**src/rtl/trigger_input_conditioner.sv**
```systemverilog
`default_nettype none
// +----------------------------------------------------------------------------+
// | Module   : trigger_input_conditioner                                       |
// | Synchronizes, polarity-corrects, glitch-filters and holds off an external  |
// | trigger pin; emits a one-cycle pulse per accepted trigger.                 |
// | Option   : define TRIG_IN_CNT_EN to build the accept/drop counters.        |
// | Revision : 1.0                                                             |
// +----------------------------------------------------------------------------+
module trigger_input_conditioner #(
  parameter int SYNC_STAGES = 2
) (
  input  logic        clk,
  input  logic        rst,
  input  logic        reg_trig_in_enable,
  input  logic        reg_trig_in_polar,
  input  logic [31:0] reg_trig_in_filter,
  input  logic [31:0] reg_trig_in_holdoff,
  input  logic        reg_trig_in_cnt_clr,
  input  logic        trigger_pin,
  output logic        trigger_out,
  output logic        trigger_level,
  output logic [31:0] trig_accept_cnt,
  output logic [31:0] trig_drop_cnt
);

  localparam logic [0:0] ST_IDLE    = 1'b0;
  localparam logic [0:0] ST_HOLDOFF = 1'b1;

  logic [SYNC_STAGES-1:0] r_sync;
  logic                   w_s;
  logic [31:0]            w_filt_lim;
  logic [31:0]            r_filt_cnt;
  logic                   r_level;
  logic                   r_level_d;
  logic                   w_rise;
  logic [0:0]             r_state;
  logic [31:0]            r_hold_cnt;
  logic                   r_trig_out;
  logic                   w_accept;
  logic                   w_drop;

  // Disabled or reset: flops hold the inactive pin level so re-enable sees a clean edge.
  always_ff @(posedge clk) begin
    if (rst || !reg_trig_in_enable) begin
      r_sync <= {SYNC_STAGES{reg_trig_in_polar}};
    end else begin
      r_sync <= {r_sync[SYNC_STAGES-2:0], trigger_pin};
    end
  end

  assign w_s = r_sync[SYNC_STAGES-1] ^ reg_trig_in_polar;

  // Toggle when the count would reach F = max(filter, 1), i.e. count >= F-1.
  assign w_filt_lim = (reg_trig_in_filter == 32'd0) ? 32'd0 : (reg_trig_in_filter - 32'd1);

  always_ff @(posedge clk) begin
    if (rst || !reg_trig_in_enable) begin
      r_filt_cnt <= 32'd0;
      r_level    <= 1'b0;
      r_level_d  <= 1'b0;
    end else begin
      r_level_d <= r_level;
      if (w_s == r_level) begin
        r_filt_cnt <= 32'd0;
      end else if (r_filt_cnt >= w_filt_lim) begin
        r_filt_cnt <= 32'd0;
        r_level    <= ~r_level;
      end else begin
        r_filt_cnt <= r_filt_cnt + 32'd1;
      end
    end
  end

  assign w_rise   = r_level & ~r_level_d;
  assign w_accept = reg_trig_in_enable && (r_state == ST_IDLE)    && w_rise;
  assign w_drop   = reg_trig_in_enable && (r_state == ST_HOLDOFF) && w_rise;

  always_ff @(posedge clk) begin
    if (rst || !reg_trig_in_enable) begin
      r_state    <= ST_IDLE;
      r_hold_cnt <= 32'd0;
      r_trig_out <= 1'b0;
    end else begin
      r_trig_out <= w_accept;
      case (r_state)
        ST_IDLE: begin
          if (w_rise && (reg_trig_in_holdoff != 32'd0)) begin
            r_hold_cnt <= reg_trig_in_holdoff;
            r_state    <= ST_HOLDOFF;
          end
        end
        ST_HOLDOFF: begin
          r_hold_cnt <= r_hold_cnt - 32'd1;
          if (r_hold_cnt <= 32'd1) begin
            r_state <= ST_IDLE;
          end
        end
        default: begin
          r_state    <= ST_IDLE;
          r_hold_cnt <= 32'd0;
        end
      endcase
    end
  end

  assign trigger_out   = r_trig_out;
  assign trigger_level = r_level;

`ifdef TRIG_IN_CNT_EN
  logic [31:0] r_accept_cnt;
  logic [31:0] r_drop_cnt;

  // Clear wins over a same-cycle increment; both counters saturate.
  always_ff @(posedge clk) begin
    if (rst || reg_trig_in_cnt_clr) begin
      r_accept_cnt <= 32'd0;
      r_drop_cnt   <= 32'd0;
    end else begin
      if (w_accept && (r_accept_cnt != 32'hFFFF_FFFF)) begin
        r_accept_cnt <= r_accept_cnt + 32'd1;
      end
      if (w_drop && (r_drop_cnt != 32'hFFFF_FFFF)) begin
        r_drop_cnt <= r_drop_cnt + 32'd1;
      end
    end
  end

  assign trig_accept_cnt = r_accept_cnt;
  assign trig_drop_cnt   = r_drop_cnt;
`else
  logic w_unused_cnt;
  assign w_unused_cnt    = ^{reg_trig_in_cnt_clr, w_accept, w_drop};
  assign trig_accept_cnt = 32'd0;
  assign trig_drop_cnt   = 32'd0;
`endif

endmodule
`default_nettype wire

```
**config.mk**
```make
export PLATFORM = sky130hd
export DESIGN_NAME = trigger_input_conditioner
export DESIGN_NICKNAME = d
export VERILOG_FILES = /design/src/rtl/trigger_input_conditioner.sv
export SDC_FILE = /design/constraint.sdc
export NUM_CORES = 1
export LEC_CHECK = 0
export CORE_MARGIN = 1
export CORE_UTILIZATION = 35
export CTS_CLUSTER_SIZE = 30
export DETAILED_ROUTE_END_ITERATION = 8
export GPL_TIMING_DRIVEN = 1
export HOLD_SLACK_MARGIN = 0.03
export PLACE_DENSITY = 0.68
export SETUP_SLACK_MARGIN = 0.3
export SYNTH_ARGS = -nofsm -noshare
export SYNTH_HDL_FRONTEND = slang
export SYNTH_SLANG_ARGS = --single-unit
export TNS_END_PERCENT = 30
```
**constraint.sdc**
```tcl
create_clock -name clk -period 7.95 [get_ports clk]
set_input_delay 1.1925 -clock clk [delete_from_list [all_inputs] [get_ports clk]]
set_output_delay 1.1925 -clock clk [all_outputs]
set_load 0.02 [all_outputs]
```
==> flow_summary_export.csv <==
group,metric,value,unit
worst_setup_path,startpoint_type,"primary input",
pwr,power,837,uW
finish,multiInputGateArea,0.00350,sq mm
clock_tree,cts_sinks,70,
status,status,"finished with violations",
worst_setup_path,reg2reg_from,"r_filt_cnt[13]$_SDFF_PP0_",
synth,syn_avg_cell_area,7.67,sq um
global_routing,grt_pass1_vias,4383,
route,route.detailed.drc,7,
worst_setup_path,worst-r2r-setup-slack,5.08,ns
worst_setup_path,arrival,6.01,ns
clock_tree,ctsHoldBuffers,0,
route,ant_nets,0,
die,core,0.0147,sq mm
route,first_pass_iters,9,
sta,slew_violations,0,
die,die-area,0.0157,sq mm
finish,fillCellCount,1510,
sta,layout_min_cycle_time,5.81,ns
finish,drive_above_1_share,0.0395,
placement,io_buffers,70,
route,vias,4761,
sta,fin_tns_setup,0,ns
route,drt_iter0_drc,333,
die,die_w,125,microns
finish,nNetsFinal,861,
clock_tree,root_buffer,"clkbuf_16",
worst_setup_path,cp_max_fo,32,
synth,synth_top_cell_area_share,0.263,
die,die_y,125,microns
synth,synth-seq-cells,70,
status,violations,"design-rule violations",
route,wl,12000,microns
sta,setup_viol,0,
worst_hold_path,hold_class,"reg2reg",
worst_setup_path,crit_type,"in2reg",
die,std_cell_rows,44,
sta,relSlewSlack,0.335,
synth,synth_commonest_cells,"nand2_1, nor2_1, dfxtp_1, buf_4, a21oi_1",
synth,synth_most_common_cell,"nand2_1",
die,start_util,0.362,
placement,hpwlAfterDp,9010,microns
worst_setup_path,setup.worst_path.end,"r_filt_cnt[27]$_SDFF_PP0_",
global_routing,grt_max_degree,35,
sta,finalClockSkew,0.0120,ns
clock_tree,clock_latency,0.34,ns
synth,synth.distinct_cells,56,
job,drv_cap,0,
sta,hold_viol,0,
sta,fin_crit_sh,0.731,
route,wl_per_cell,12.8,microns
route,via_per_inst,5.05,
synth,synth-seq-area-share,0.263,
pwr,powerDensity,135,mW/mm^2
global_routing,antenna_found_initial,0,
clock_tree,clk_pin_slew,0.06,ns
finish,num_antenna_cells,0,
sta,worst_hold_slack,0.435,ns
synth,yosysTopAreaCell,"dfxtp_1",
synth,synth_enable_flop_cells,0,
synth,ys.flop_type,"dfxtp_1",
clock_tree,cts-resized-gates,0,
synth,synth_area_leaders,"dfxtp_1, buf_4, ha_1",
synth,syn-instance-count,694,
clock_tree,cts_htree_levels,3,
sta,rsz0062_at_grt,"no",
global_routing,grtUsageTotal,0.158,
sta,worst_slew_pin_slew,0.998,ns
worst_setup_path,cp.required,8.16,ns
placement,dp_slack,1.76,ns
sta,fmax,0.172,GHz
placement,gp_congestion,0.892,
finish,regArea,0.00140,sq mm
worst_setup_path,crit_path_start,"reg_trig_in_filter[10]",
sta,setup_slack,2.14,ns
clock_tree,cts_buffers,9,
synth,yosys_warnings,0,
synth,syn_area,0.00533,sq mm
pwr,vdd_drop_max,0.104,mV
worst_setup_path,critPathCaptureType,"register",
global_routing,grt_pass1_wl,20400,microns
die,pin_count,136,
worst_setup_path,worst_r2r_endpoint,"r_filt_cnt[27]$_SDFF_PP0_",
clock_tree,post-cts-setup-buffers,0,
clock_tree,cts_tree,"done",
pwr,power.leakage,0.00238,uW
global_routing,grt_overflow,0,
finish,syn_to_final_growth,16.1,%
worst_setup_path,r2r_cells,8,
placement,dp.cells,927,
clock_tree,cts_buffer_depth,2,
finish,instances_no_fill,943,
synth,synthArstFlopShare,0,
## registers in the layout, indices dropped and copies added (netlist names)
register,cells
r_hold_cnt,32
r_state,1
r_filt_cnt,32
r_level_d,1
trigger_out,1
r_sync,2
trigger_level,1
## per-stage QoR
stage / instance area [sq um] / utilization
2_1_floorplan: 5560 / -
3_3_place_gp: 5910 / 0.402
3_5_place_dp: 5910 / 0.402
4_1_cts: 6180 / 0.421
5_1_grt: 6180 / 0.421
6_report: 6180 / 0.421
## where the power goes
| part | switching, uW | internal [uW] |
|---|---|---|
| clock | 163 | 211 |
| sequential | 0.640 | 352 |
| combinational | 63.7 | 45.9 |
| total | 228 | 609 |
## cell families after synthesis
family	Yosys count	share of synthesized area
adder cells (fa/ha/maj)	37	0.0869
buffers and inverters	102	0.125
XOR/XNOR	59	0.0970
multiplexers	1	0.00188
other	1	0.000704
flip-flops	70	0.263
AND/OR/NAND/NOR	314	0.298
AO/OA/AOI/OAI	110	0.128
## critical path, stage by stage
cell             delay (ns)
clkdlybuf4s50_1        0.45
or4_4                  0.55
or4_4                  0.59
nor3_4                 0.24
nand4_4                0.42
nor3b_1                0.29
a21oi_1                0.15
ha_1                   0.19
nand4_1                0.16
or4_1                  0.61
a311oi_1               0.54
or4_1                  0.20
buf_4                  0.32
nor2_1                 0.10
## layout by cell type (no fill, tap or decap), types with 4 or more instances in the layout
cell type,n
xor2_1,31
nand2_1,83
and3_1,7
o211ai_1,10
nor4_1,17
o311ai_0,4
a22oi_1,8
o21ai_0,11
conb_1,64
inv_1,15
nand2b_1,8
xnor2_1,28
nand4_1,18
a21oi_1,49
ha_1,37
and4_1,4
nor3_1,28
nand3_1,28
nor2_1,79
a31oi_1,11
clkbuf_16,9
or4_1,4
dfxtp_1,70
or3_1,12
clkdlybuf4s50_1,70
## metal layers
| layer | track usage | routed length (microns) | up-vias |
|---|---|---|---|
| li1 | - | - | 2444 |
| met1 | 0.201 | 5680 | 2175 |
| met2 | 0.262 | 5530 | 134 |
| met3 | 0.0415 | 733 | 8 |
| met4 | 0.0459 | 99 | 0 |
| met5 | 0 | 0 | - |
## layout make-up
class,instances,share of cell area
Clock buffer,9,0.0364
Clock inverter,7,0.00789
Sequential cell,70,0.227
Timing Repair Buffer,73,0.117
Multi-Input combinational cell,585,0.566
Inverter,15,0.00911
Tap cell,184,0.0372
## worst min path at each step
stage	start	to	cells after the start
after floorplan	r_sync[0]$_DFF_P_	r_sync[1]$_DFF_P_	2
after global routing	r_sync[0]$_DFF_P_	r_sync[1]$_DFF_P_	2
after detailed placement	r_sync[0]$_DFF_P_	r_sync[1]$_DFF_P_	2
after global placement	r_sync[0]$_DFF_P_	r_sync[1]$_DFF_P_	2
final	r_sync[0]$_DFF_P_	r_sync[1]$_DFF_P_	2
after CTS	r_sync[0]$_DFF_P_	r_sync[1]$_DFF_P_	2
(Power assumes the default switching activity.)
